--- config.mk ---
export PLATFORM = sky130hd
export DESIGN_NAME = count_deser_flat
export DESIGN_NICKNAME = d
export VERILOG_FILES = /design/src/rtl/count_deser_if.sv /design/src/rtl/count_deser.sv /design/src/flat_wrapper.sv
export SDC_FILE = /design/constraint.sdc
export NUM_CORES = 1
export LEC_CHECK = 0
export ABC_AREA = 1
export BUFFER_PORTS_ARGS = -buffer_cell sky130_fd_sc_hd__buf_2
export CAP_MARGIN = 20
export CORE_MARGIN = 1
export CORE_UTILIZATION = 40
export CTS_BUF_LIST = sky130_fd_sc_hd__clkbuf_4 sky130_fd_sc_hd__clkbuf_8 sky130_fd_sc_hd__clkbuf_16
export CTS_CLUSTER_SIZE = 14
export DETAILED_ROUTE_END_ITERATION = 6
export MAX_ROUTING_LAYER = met4
export PLACE_DENSITY = 0.58
export SLEW_MARGIN = 20
export SYNTH_ARGS = -nofsm -noshare
export SYNTH_HDL_FRONTEND = slang
export SYNTH_SLANG_ARGS = --single-unit
export TNS_END_PERCENT = 30
--- constraint.sdc ---
create_clock -name clk -period 2.99 [get_ports clk]
set_input_delay 0.1495 -clock clk [delete_from_list [all_inputs] [get_ports clk]]
set_output_delay 0.1495 -clock clk [all_outputs]
set_load 0.01 [all_outputs]
--- src/rtl/count_deser_if.sv ---
`default_nettype none
// ============================================================================
//  Module      : count_deser_if
//  Description : Symbol-in / count-out bundle for count_deser.
//                master : symbol source (drives sym_valid/sym_sof/sym and
//                         observes the reassembled count and status).
//                slave  : the deserialiser itself.
//  Signals     : sym_valid   symbol present this cycle
//                sym_sof     first symbol of a frame (qualified by sym_valid)
//                sym         received symbol, MSB-symbol first
//                count       last good reassembled word
//                count_valid one-cycle pulse, count updated
//                frame_err   one-cycle pulse on framing / check error
//                busy        frame partially received
//                frames_ok   good words delivered, modulo 256
//  Revision    : 1.0  initial release
// ============================================================================
interface count_deser_if #(
   parameter int WORD_W = 16,
   parameter int SYM_W  = 2
);
   logic              sym_valid;
   logic              sym_sof;
   logic [SYM_W-1:0]  sym;
   logic [WORD_W-1:0] count;
   logic              count_valid;
   logic              frame_err;
   logic              busy;
   logic [7:0]        frames_ok;

   modport master (
      output sym_valid, sym_sof, sym,
      input  count, count_valid, frame_err, busy, frames_ok
   );

   modport slave (
      input  sym_valid, sym_sof, sym,
      output count, count_valid, frame_err, busy, frames_ok
   );
endinterface
`default_nettype wire

--- src/rtl/count_deser.sv ---
`default_nettype none
// ============================================================================
//  Module      : count_deser
//  Description : Reassembles WORD_W-bit count words from SYM_W-bit symbols
//                sent MSB-symbol first. A frame starts with a sym_sof symbol
//                and is NSYM = WORD_W/SYM_W symbols long; gaps (sym_valid=0)
//                of any length are accepted inside a frame. A sof arriving
//                mid-frame aborts the partial word and restarts. Good words
//                appear on count one cycle after their last symbol.
//                Optional feature macro: COUNT_DESER_PARITY_EN -- each frame
//                is followed by a check symbol whose bit 0 is the even
//                parity (XOR) of the word; mismatch raises frame_err.
//  Ports       : clk  rising-edge clock
//                rst  asynchronous active-high reset
//                bus  count_deser_if.slave (symbol input, count/status out)
//  Parameters  : WORD_W word width, SYM_W symbol width (WORD_W multiple of
//                SYM_W, at least two symbols per word)
//  Revision    : 1.0  initial release
// ============================================================================
module count_deser #(
   parameter int WORD_W = 16,
   parameter int SYM_W  = 2
) (
   input  wire logic    clk,
   input  wire logic    rst,
   count_deser_if.slave bus
);
   localparam int NSYM  = WORD_W / SYM_W;
   localparam int IDX_W = (NSYM > 1) ? $clog2(NSYM) : 1;
   localparam logic [IDX_W-1:0] LAST_IDX = IDX_W'(NSYM - 1);

`ifdef COUNT_DESER_PARITY_EN
   typedef enum logic [1:0] {S_IDLE = 2'd0, S_RECV = 2'd1, S_CHECK = 2'd2} state_t;
`else
   typedef enum logic [0:0] {S_IDLE = 1'b0, S_RECV = 1'b1} state_t;
`endif

   state_t            state_q,  state_d;
   logic [IDX_W-1:0]  idx_q,    idx_d;
   logic [WORD_W-1:0] shreg_q,  shreg_d;
   logic [WORD_W-1:0] count_q,  count_d;
   logic              cvalid_q, cvalid_d;
   logic              ferr_q,   ferr_d;
   logic [7:0]        frames_q, frames_d;

   // Shift register with the incoming symbol dropped into the slot for the
   // current index (slot 0 is the top SYM_W bits).
   logic [WORD_W-1:0] w_word;

   always_comb begin
      w_word = shreg_q;
      for (int i = 0; i < NSYM; i++) begin
         if (idx_q == IDX_W'(i)) begin
            w_word[WORD_W-1-i*SYM_W -: SYM_W] = bus.sym;
         end
      end
   end

   always_comb begin
      state_d  = state_q;
      idx_d    = idx_q;
      shreg_d  = shreg_q;
      count_d  = count_q;
      cvalid_d = 1'b0;
      ferr_d   = 1'b0;
      frames_d = frames_q;

      if (bus.sym_valid) begin
         if (bus.sym_sof) begin
            // sof always (re)starts a frame; it is an error only if it
            // cuts a partial frame short, including at the check symbol.
            ferr_d  = (state_q != S_IDLE);
            state_d = S_RECV;
            idx_d   = IDX_W'(1);
            shreg_d = {bus.sym, {(WORD_W-SYM_W){1'b0}}};
         end else begin
            case (state_q)
               S_IDLE: begin
                  ferr_d = 1'b1;
               end
               S_RECV: begin
                  if (idx_q == LAST_IDX) begin
`ifdef COUNT_DESER_PARITY_EN
                     shreg_d = w_word;
                     idx_d   = '0;
                     state_d = S_CHECK;
`else
                     count_d  = w_word;
                     cvalid_d = 1'b1;
                     frames_d = frames_q + 8'd1;
                     state_d  = S_IDLE;
                     idx_d    = '0;
                     shreg_d  = '0;
`endif
                  end else begin
                     shreg_d = w_word;
                     idx_d   = idx_q + 1'b1;
                  end
               end
`ifdef COUNT_DESER_PARITY_EN
               S_CHECK: begin
                  if (bus.sym[0] == ^shreg_q) begin
                     count_d  = shreg_q;
                     cvalid_d = 1'b1;
                     frames_d = frames_q + 8'd1;
                  end else begin
                     ferr_d = 1'b1;
                  end
                  state_d = S_IDLE;
                  idx_d   = '0;
                  shreg_d = '0;
               end
`endif
               default: begin
                  state_d = S_IDLE;
               end
            endcase
         end
      end
   end

   always_ff @(posedge clk or posedge rst) begin
      if (rst) begin
         state_q  <= S_IDLE;
         idx_q    <= '0;
         shreg_q  <= '0;
         count_q  <= '0;
         cvalid_q <= 1'b0;
         ferr_q   <= 1'b0;
         frames_q <= 8'd0;
      end else begin
         state_q  <= state_d;
         idx_q    <= idx_d;
         shreg_q  <= shreg_d;
         count_q  <= count_d;
         cvalid_q <= cvalid_d;
         ferr_q   <= ferr_d;
         frames_q <= frames_d;
      end
   end

   assign bus.count       = count_q;
   assign bus.count_valid = cvalid_q;
   assign bus.frame_err   = ferr_q;
   assign bus.busy        = (state_q != S_IDLE);
   assign bus.frames_ok   = frames_q;

endmodule
`default_nettype wire

--- src/flat_wrapper.sv ---
// flat-port wrapper written by rule: the top's interface ports become plain ports
module count_deser_flat 
#(
   parameter int WORD_W = 16,
   parameter int SYM_W  = 2
)
  (clk, rst, bus_sym_valid, bus_sym_sof, bus_sym, bus_count, bus_count_valid, bus_frame_err, bus_busy, bus_frames_ok);
  count_deser_if #(.WORD_W(WORD_W), .SYM_W(SYM_W)) bus_i ();
  input  wire logic clk;
  input  wire logic rst;
  input wire logic [$bits(bus_i.sym_valid)-1:0] bus_sym_valid;
  input wire logic [$bits(bus_i.sym_sof)-1:0] bus_sym_sof;
  input wire logic [$bits(bus_i.sym)-1:0] bus_sym;
  output wire logic [$bits(bus_i.count)-1:0] bus_count;
  output wire logic [$bits(bus_i.count_valid)-1:0] bus_count_valid;
  output wire logic [$bits(bus_i.frame_err)-1:0] bus_frame_err;
  output wire logic [$bits(bus_i.busy)-1:0] bus_busy;
  output wire logic [$bits(bus_i.frames_ok)-1:0] bus_frames_ok;
  assign bus_i.sym_valid = bus_sym_valid;
  assign bus_i.sym_sof = bus_sym_sof;
  assign bus_i.sym = bus_sym;
  assign bus_count = bus_i.count;
  assign bus_count_valid = bus_i.count_valid;
  assign bus_frame_err = bus_i.frame_err;
  assign bus_busy = bus_i.busy;
  assign bus_frames_ok = bus_i.frames_ok;
  count_deser #(.WORD_W(WORD_W), .SYM_W(SYM_W)) u_core (.clk(clk), .rst(rst), .bus(bus_i));
endmodule
==> out/metrics.yaml, run 1 <==
power_and_ir_drop:
  p_sw_share_pct: 29.0
  p_leak_nw: 1.37
  peakVddDrop_v: 0.000253
  p_switching_w: 0.000428
  power_density_nw_per_um2: 593
  intPower_w: 0.00105
  clockPowerShare_pct: 32.5
  pwr-share-seq_pct: 49.3
  power_frac_comb_pct: 18.2
cts:
  cts_buffers: 5
  cts_sinks: 46
  postCtsSetupBuffers: 0
  cts_hold_buf: 0
  path_clk_slew_ps: 90
  htreeDepth: 2
  cts_tree: "done"
  clkLatencyLatePin_ps: 290
  cts_buffer_depth: 2
  cts-root-buf: "clkbuf_8"
  cts_resized: 0
run:
  maxCapViolations: 0
worst_hold_path:
  min_path_type: "in2async"
floorplan:
  core_area_um2: 5140
  ios: 33
  die_y_um: 75.4
  rows: 26
  start_util_pct: 41.9
  die_x_um: 75.4
  die_area_um2: 5690
detailed_routing:
  drt_pass1_iterations: 5
  vias: 1718
  wl_per_cell_um: 11.9
  finalWirelength_mm: 4.32
  final_antenna_net_count: 0
  via_per_inst: 4.72
  first_iter_violations: 75
  drcViolationCount: 0
finish:
  final_cells: 364
  antenna_cells: 0
  utilization_pct: 48.5
  nNetsFinal: 308
  nFillCells: 526
  drive_above_1_share_pct: 16.7
  syn_to_final_growth_pct: 15.6
timing:
  slew_viol_final: 0
  fin_setup_tns_ps: 0
  hold_ws_ps: 58.9
  worst_pin_slew_ps: 942
  setup_violations: 0
  fin_ws_ps: 1150
  slew_headroom_pct: 37.1
  finClkSkew_ps: 4.21
  fin_crit_sh_pct: 61.7
  grt_setup_unrepaired: "false"
  hold_viol: 0
  timing.final.crit_period_ps: 1840
  fmax_ghz: 0.542
place:
  portBuffers: 32
  gp_congestion: 0.808
  place_ws_ps: 1120
  dp_cells: 356
  place_hpwl_mm: 3.03
setup_path:
  crit-reg2reg-capture: "u_core.bus.frames_ok[5]$_DFFE_PP0P_"
  worst-endpoint-required_ps: 3190
  worstSetupPathType: "reg2reg"
  r2r_slack_ps: 1150
  start_kind: "flop"
  cp_max_fo: 17
  arrival_ps: 2040
  r2r-start: "u_core.idx_q[0]$_DFFE_PP0P_"
  rr_worst_depth: 7
  end_kind: "flop"
logic_synthesis:
  synthTopCellsByArea: "dfrtp_1 (53%), nand2_1 (20%), o21ai_0 (7.2%)"
  netlist_area_um2: 2160
  synthCells: 258
  ys_seq_area_share_pct: 53.4
  yosys_warnings: 0
  synth_nets: 273
  ys_ff_latch: 46
  synth_top_cell_by_area: "dfrtp_1"
  ys_types: 20
  syn_avg_cell_area_um2: 8.36
  synth.top_cell.area_share_pct: 53.4
grt:
  grt_pass1_vias: 1583
  grt.total_usage_pct: 18.0
  antenna_found_initial: 0
  grt_overflow: 0
  grt_max_degree: 47
  grt_pass1_wl_mm: 7.46
run_status:
  status: "complete, no violations"
-- sequential cells by signal, indices dropped and copies added, names as in the netlist --
name / count
u_core.shreg_q: 16
u_core.bus.frame_err: 1
u_core.idx_q: 3
u_core.bus.count: 16
u_core.bus.busy: 1
u_core.bus.count_valid: 1
u_core.bus.frames_ok: 8
-- how the worst max path moves through the flow --
stage | startpoint | end | slack, ps | cells after the start
final | u_core.idx_q[0]$_DFFE_PP0P_ | u_core.bus.frames_ok[5]$_DFFE_PP0P_ | 1150 | 7
after global routing | u_core.idx_q[0]$_DFFE_PP0P_ | u_core.bus.frames_ok[5]$_DFFE_PP0P_ | 900 | 7
after CTS | u_core.idx_q[0]$_DFFE_PP0P_ | u_core.bus.frames_ok[5]$_DFFE_PP0P_ | 1110 | 7
after detailed placement | u_core.idx_q[0]$_DFFE_PP0P_ | u_core.bus.frames_ok[5]$_DFFE_PP0P_ | 1120 | 7
after global placement | u_core.idx_q[0]$_DFFE_PP0P_ | u_core.bus.frames_ok[5]$_DFFE_PP0P_ | 1190 | 7
after floorplan | u_core.idx_q[0]$_DFFE_PP0P_ | u_core.bus.frames_ok[5]$_DFFE_PP0P_ | 1530 | 7
-- per-layer routing --
| metal | vias to the layer above | track usage (%) | part of all wire [%] |
|---|---|---|---|
| met1 | 798 | 25.2 | 51 |
| met3 | 5 | 3.97 | 3.7 |
| met4 | 0 | 4.32 | 0.81 |
| met2 | 33 | 26.7 | 45 |
| met5 | - | - | 0 |
| li1 | 882 | - | - |
-- worst max-delay path, stage by stage, from the launching register on --
cell and delay, ps:
dfrtp_1 400, ha_1 220, ha_1 340, nand4_4 320
nor2_1 280, nand2_1 80, nand2_1 60, nand2_1 40
-- cell usage after synthesis --
master	n
o22ai_1	3
o21ai_0	31
nand2_2	2
nand4_4	1
inv_1	20
nand2_1	113
nand3_1	6
o31ai_1	1
a21oi_1	2
nor2_1	9
dfrtp_1	46
buf_4	1
inv_2	3
nand3b_1	1
buf_6	1
nor2_4	1
ha_1	9
xor2_1	4
nor3_1	1
buf_2	3
-- logic make-up (layout without fill, tap and decap cells) --
kind of cell    Yosys count  count (layout)  share of synthesized area [%]
compound gates           37              37                           8.88
xor+xnor                  4               4                           1.62
fa+ha+maj                 9               9                           5.22
buf+inv                  28              64                           5.57
flops                    46              46                           53.4
simple gates            134             134                           25.3
-- cell type report --
type                            instances  area, um^2  share of cell area [%]
Inverter                               23        86.3                    3.47
Timing Repair Buffer                   33         168                    6.73
Multi-Input combinational cell        184         885                    35.5
Tap cell                               70        87.6                    3.52
Clock buffer                            7        83.8                    3.37
Sequential cell                        46        1150                    46.2
Clock inverter                          1        30.0                    1.21
-- layout by cell type, fill, tap and decap left out, types with 3 or more instances in the layout --
| cell type | count |
|---|---|
| nand2_1 | 113 |
| dfrtp_1 | 46 |
| buf_2 | 32 |
| o21ai_0 | 31 |
| inv_1 | 19 |
| nor2_1 | 9 |
| ha_1 | 9 |
| nand3_1 | 6 |
| clkbuf_8 | 5 |
| inv_2 | 4 |
| xor2_1 | 4 |
| o22ai_1 | 3 |
-- power groups by stage --
stage	clock [W]	combinational, W	sequential (W)
after floorplan	0	0.000167	0.000752
after global placement	0	0.000268	0.000741
after detailed placement	0	0.000272	0.000743
after CTS	0.000491	0.000273	0.000730
after global routing	0.000518	0.000321	0.000741
final	0.000480	0.000269	0.000729
-- through the flow --
step                      area, um^2  power [W]
after global placement          2380    0.00101
after floorplan                 2160   0.000919
final                           2490    0.00148
after CTS                       2490    0.00149
after detailed placement        2380    0.00101
after global routing            2490    0.00158
Note: power is estimated with default switching activity, not from simulation.
==> run 2, diff against run 1 <==
--- a/config.mk
+++ b/config.mk
@@ -5,7 +5,7 @@
 export SDC_FILE = /design/constraint.sdc
 export NUM_CORES = 1
 export LEC_CHECK = 0
-export ABC_AREA = 1
+export ABC_AREA = 0
 export BUFFER_PORTS_ARGS = -buffer_cell sky130_fd_sc_hd__buf_2
 export CAP_MARGIN = 20
 export CORE_MARGIN = 1
@@ -14,7 +14,7 @@
 export CTS_CLUSTER_SIZE = 14
 export DETAILED_ROUTE_END_ITERATION = 6
 export MAX_ROUTING_LAYER = met4
-export PLACE_DENSITY = 0.58
+export PLACE_DENSITY = 0.6
 export SLEW_MARGIN = 20
 export SYNTH_ARGS = -nofsm -noshare
 export SYNTH_HDL_FRONTEND = slang
==> constraint.sdc (replaced) <==
create_clock -name clk -period 1.66 [get_ports clk]
set_input_delay 0.083 -clock clk [delete_from_list [all_inputs] [get_ports clk]]
set_output_delay 0.083 -clock clk [all_outputs]
set_load 0.01 [all_outputs]
==> run 2 against run 1 <==
Net effect:
- via count shrank 12%
- final area rose by 2.3%
- routed wire length fell by 5.9%
- first-iteration DRC count down 31%
- power increased by 81%
- non-clock buffer count grew 15
- synthesized cell count down 27%
- core utilization grew 4.1 points
- critical endpoint is now u_core.bus.frames_ok[7]$_DFFE_PP0P_
- die area shrank 4.4%
- largest cell class unchanged
- final cell count fell by 16%
- critical path type unchanged
==> out/metrics.yaml, run 2 <==
setup_path:
  arrival_ps: 1790
  end_kind: "flop"
  cp_top_family: "simple AND/OR/NAND/NOR gates"
  crit_chain: "ha_1, ha_2, nand4b_4, nor4_4, xor2_1"
  critPathBufInv: 0
  worst_path_largest_cell_delay_ps: 380
  start_kind: "flop"
  worst-endpoint-required_ps: 1870
  cp_slowest_cell: "dfrtp_1"
  cp_max_fo: 7
  worstSetupPathType: "reg2reg"
finish:
  syn_to_final_growth_pct: 23.8
  drive_above_1_share_pct: 26.1
  final_cells: 305
  final_cell_mix: "dfrtp_1 (44), buf_2 (32), nand2_1 (30)"
  utilization_pct: 52.6
  final_common_cell: "dfrtp_1"
  largest_reg_flops: 16
  nNetsFinal: 252
  antenna_cells: 0
detailed_routing:
  wl_per_cell_um: 13.3
  wl_met2_mm: 1.88
  final_antenna_net_count: 0
  wl_met1_mm: 2.05
  finalWirelength_mm: 4.07
  via_per_inst: 4.93
  vias: 1504
  drt_pass1_iterations: 4
  wl_met3_um: 126
  routed.top_layer: "met4"
  drcViolationCount: 0
  first_iter_violations: 52
floorplan:
  die_x_um: 73.7
  core_area_um2: 4850
  die_area_um2: 5440
  rows: 25
  start_util_pct: 42.5
  die_y_um: 73.7
  ios: 33
logic_synthesis:
  ys_top_cells_by_count: "dfrtp_1 (44), nand2_1 (30), o21ai_0 (18), inv_1 (14), mux2i_1 (14)"
  ys_seq_area_share_pct: 53.5
  synth_most_common_cell: "dfrtp_1"
  synthCells: 189
  synth_top_flop_cell: "dfrtp_1"
  syn_avg_cell_area_um2: 10.9
  synth.top_cell.area_share_pct: 53.5
  netlist_area_um2: 2060
  synth_edf_count: 0
  yosys_warnings: 0
  ys_ff_latch: 44
  ys_types: 31
  synthTopCellsByArea: "dfrtp_1 (53%), mux2i_1 (6.8%), ha_1 (5.5%)"
  synth_top_cell_by_area: "dfrtp_1"
  synthArstFlopShare_pct: 100
  synth_nets: 204
grt:
  antenna_found_initial: 0
  grt_pass1_wl_mm: 6.55
  grt_overflow: 0
  grt.total_usage_pct: 16.5
  grt_max_degree: 27
  grt_pass1_vias: 1323
cts:
  cts-root-buf: "clkbuf_8"
  cts_tree: "done"
  cts_buffers: 5
  clkLatencyLatePin_ps: 280
  cts_buffer_depth: 2
  cts_sinks: 44
  path_clk_slew_ps: 80
  htreeDepth: 2
timing:
  slew_viol_final: 0
  slew_headroom_pct: 51.9
  worst_pin_slew_ps: 717
  hold_viol: 0
  fmax_ghz: 0.633
  timing.final.crit_period_ps: 1580
  fin_crit_sh_pct: 95.2
  grt_setup_unrepaired: "true"
  finClkSkew_ps: 4.66
  fin_ws_ps: 80.3
  setup_violations: 0
place:
  portBuffers: 32
  place_ws_ps: 75.4
  gp_congestion: 0.756
  place_hpwl_mm: 2.92
  dp_cells: 294
run:
  maxCapViolations: 0
power_and_ir_drop:
  power_density_nw_per_um2: 1050
  p_leak_nw: 1.36
  peakVddDrop_v: 0.000357
worst_hold_path:
  min_path_type: "in2reg"
run_status:
  status: "complete, no violations"
==> run 2: report_power, final <==
| part | total, W | switching (W) | internal, W |
|---|---|---|---|
| Combinational | 0.000532 | 0.000291 | 0.000242 |
| Sequential | 0.00126 | 0.0000724 | 0.00119 |
| Clock | 0.000881 | 0.000350 | 0.000531 |
==> run 2: layout make-up <==
cell class | instances | area (um^2)
flip-flops and latches | 44 | 1100
well taps | 67 | 83.8
multi-input cells | 124 | 886
clock inverters | 1 | 30.0
fillers | 421 | 2300
repair buffers | 48 | 299
clock buffers | 7 | 96.3
inverters | 14 | 52.6
==> run 2: kinds of logic (layout without fill, tap and decap cells) <==
logic type               after synthesis  after routing  share of synthesized area [%]
AND/OR/NAND/NOR                       52             53                           13.1
flip-flops                            44             44                           53.5
AO/OA/AOI/OAI                         41             41                           13.1
buffers and inverters                 22             70                           5.05
multiplexers                          14             14                           6.81
adder cells (fa/ha/maj)                9              9                           5.47
XOR/XNOR                               7              7                           2.98
==> run 2: tightest hold or removal path, delay by kind of cell <==
kind | cells | cell delay (ps)
buffers and inverters | 2 | 130
and+or+nand+nor | 1 | 70
AOI/OAI and AO/OA | 1 | 70
==> run 2: per-stage QoR <==
stage | total power (W) | instance area [um^2] | hold WS, ps | TNS, ps
floorplan | 0.00161 | 2060 | 221 | 0
global placement | 0.00180 | 2370 | 142 | 0
detailed placement | 0.00180 | 2370 | 143 | 0
CTS | 0.00268 | 2500 | 106 | 0
global route | 0.00282 | 2550 | 125 | -171
finish | 0.00267 | 2550 | 114 | 0
==> run 2: final timing paths <==
check,start,endpoint,slack (ps),depth (start not counted)
max,u_core.idx_q[1]$_DFFE_PP0P_,u_core.bus.frames_ok[7]$_DFFE_PP0P_,80,5
max in group asynchronous,rst,u_core.shreg_q[13]$_DFFE_PP0P_,780,4
min reg2reg,u_core.bus.count[0]$_DFFE_PP0P_,u_core.bus.count[0]$_DFFE_PP0P_,470,2
min,bus_sym_sof,u_core.idx_q[1]$_DFFE_PP0P_,110,4
min in group asynchronous,rst,u_core.bus.frames_ok[0]$_DFFE_PP0P_,370,3
max reg2reg,u_core.idx_q[1]$_DFFE_PP0P_,u_core.bus.frames_ok[7]$_DFFE_PP0P_,80,5
==> run 2: what timing repair did <==
action                                 CTS  global route
buffers inserted                         0             1
endpoints found under the hold margin   18             0
setup endpoints to repair                0            21
hold buffers                             1             0
gates resized for setup                  0             6
==> run 2: routing by layer <==
layer,global-route usage (%),up-vias
li1,-,752
met1,22.8,719
met2,25.3,31
met3,3.29,2
met4,3.21,0
met5,-,-
==> run 3, diff against run 2 <==
--- a/config.mk
+++ b/config.mk
@@ -11,9 +11,9 @@
 export CORE_MARGIN = 1
 export CORE_UTILIZATION = 40
 export CTS_BUF_LIST = sky130_fd_sc_hd__clkbuf_4 sky130_fd_sc_hd__clkbuf_8 sky130_fd_sc_hd__clkbuf_16
+export CTS_CLUSTER_DIAMETER = 80
 export CTS_CLUSTER_SIZE = 14
 export DETAILED_ROUTE_END_ITERATION = 6
-export MAX_ROUTING_LAYER = met4
 export PLACE_DENSITY = 0.6
 export SLEW_MARGIN = 20
 export SYNTH_ARGS = -nofsm -noshare
==> run 3 against run 2 <==
Net effect:
- count of clock-buffer cells in the layout is the same
- flip-flop and latch count did not move
- via count hardly changed
- fmax barely moved
- global-route usage shrank 0.48 points
- sequential power barely moved
- first-iteration DRC count down 3.8%
- non-clock buffer count unchanged
- core utilization unchanged
- critical endpoint unchanged
==> out/metrics.yaml, run 3 (synthesized netlist as in run 2, its figures left out) <==
detailed_routing:
  final_antenna_net_count: 0
  finalWirelength_mm: 4.09
  drcViolationCount: 0
  first_iter_violations: 50
  wl_per_cell_um: 13.4
  vias: 1505
  via_per_inst: 4.93
  drt_pass1_iterations: 4
cts:
  cts-root-buf: "clkbuf_8"
  clkLatencyLatePin_ps: 290
  cts_buffers: 5
  path_clk_slew_ps: 80
  cts_sinks: 44
  cts_tree: "done"
  cts_buffer_depth: 2
  htreeDepth: 2
worst_hold_path:
  min_path_type: "in2reg"
finish:
  drive_above_1_share_pct: 26.1
  fin_area_um2: 2550
  final_cell_mix: "dfrtp_1 (44), buf_2 (32), nand2_1 (30)"
  largest_reg_flops: 16
  syn_to_final_growth_pct: 23.8
  antenna_cells: 0
  final_common_cell: "dfrtp_1"
  utilization_pct: 52.6
  nNetsFinal: 252
  nFillCells: 421
timing:
  hold_viol: 0
  grt_setup_unrepaired: "true"
  slew_headroom_pct: 52.0
  slew_viol_final: 0
  fin_crit_sh_pct: 95.2
  fmax_ghz: 0.633
  worst_pin_slew_ps: 716
  setup_violations: 0
  fin_setup_tns_ps: 0
  fin_ws_ps: 79.8
  timing.final.crit_period_ps: 1580
  finClkSkew_ps: 5.16
setup_path:
  worst_path_largest_cell_delay_ps: 380
  cp_max_fo: 7
  end_kind: "flop"
  worst-endpoint-required_ps: 1870
  start_kind: "flop"
  cp_slowest_cell: "dfrtp_1"
  crit_chain: "ha_1, ha_2, nand4b_4, nor4_4, xor2_1"
  arrival_ps: 1790
  worstSetupPathType: "reg2reg"
floorplan:
  die_y_um: 73.7
  rows: 25
  die_area_um2: 5440
  die_x_um: 73.7
  start_util_pct: 42.5
  ios: 33
  core_area_um2: 4850
power_and_ir_drop:
  p_leak_nw: 1.36
  power_density_nw_per_um2: 1050
  totalPowerFinal_w: 0.00267
  peakVddDrop_v: 0.000357
place:
  portBuffers: 32
  place_hpwl_mm: 2.92
  place_ws_ps: 75.4
  gp_congestion: 0.746
  post_dp_cell_area_um2: 2370
run_status:
  status: "complete, no violations"
grt:
  grt_overflow: 0
  grt.total_usage_pct: 16.0
  grt_pass1_vias: 1322
  grt_max_degree: 27
  grt_pass1_wl_mm: 6.56
  antenna_found_initial: 0
run:
  maxCapViolations: 0
-- run 3: worst paths after layout --
kind / slack [ps] / from / to / depth (start not counted)
min in group asynchronous: 370 / rst / u_core.bus.frames_ok[0]$_DFFE_PP0P_ / 3
worst min register to register: 470 / u_core.bus.count[0]$_DFFE_PP0P_ / u_core.bus.count[0]$_DFFE_PP0P_ / 2
worst max-delay path: 80 / u_core.idx_q[1]$_DFFE_PP0P_ / u_core.bus.frames_ok[7]$_DFFE_PP0P_ / 5
max in group asynchronous: 790 / rst / u_core.shreg_q[13]$_DFFE_PP0P_ / 4
worst max register to register: 80 / u_core.idx_q[1]$_DFFE_PP0P_ / u_core.bus.frames_ok[7]$_DFFE_PP0P_ / 5
worst min-delay path: 110 / bus_sym_sof / u_core.idx_q[1]$_DFFE_PP0P_ / 4
-- run 3: critical path, delay by kind of cell, from the launching register on --
| kind | cells | cell delay, ps |
|---|---|---|
| xor+xnor | 1 | 170 |
| fa+ha+maj | 2 | 470 |
| flops | 1 | 380 |
| simple gates | 2 | 500 |
-- run 3: layout make-up --
type	count	area (um^2)	area share, %
flip-flops and latches	44	1100	43.2
multi-input cells	124	886	34.8
repair buffers	48	299	11.7
clock buffers	7	96.3	3.78
well taps	67	83.8	3.29
inverters	14	52.6	2.06
clock inverters	1	30.0	1.18
-- run 3: power breakdown --
group	switching [W]	internal, W	total, W
Combinational	0.000291	0.000242	0.000533
Sequential	0.0000726	0.00119	0.00126
Clock	0.000351	0.000531	0.000882
Total	0.000715	0.00196	0.00267
-- run 3: what timing repair did --
action / in CTS / in global routing
hold buffers: 1 / 0
setup endpoints to repair: 0 / 21
hold endpoints to repair: 18 / 0
resized for setup: 0 / 6
buffers inserted: 0 / 1
-- run 3: metal layers --
layer | routed length (um) | part of all wire [%] | up-vias | global-route usage, %
li1 | - | - | 753 | -
met1 | 2030 | 50 | 714 | 22.7
met2 | 1890 | 46 | 36 | 25.3
met3 | 157 | 3.8 | 2 | 3.43
met4 | 17 | 0.42 | 0 | 3.21
met5 | 0 | 0 | - | 0
-- run 3: metrics by stage --
stage | hold WS (ps) | cells
3_3_place_gp | 142 | 294
5_1_grt | 125 | 305
4_1_cts | 106 | 303
3_5_place_dp | 143 | 294
2_1_floorplan | 221 | 189
6_report | 112 | 305
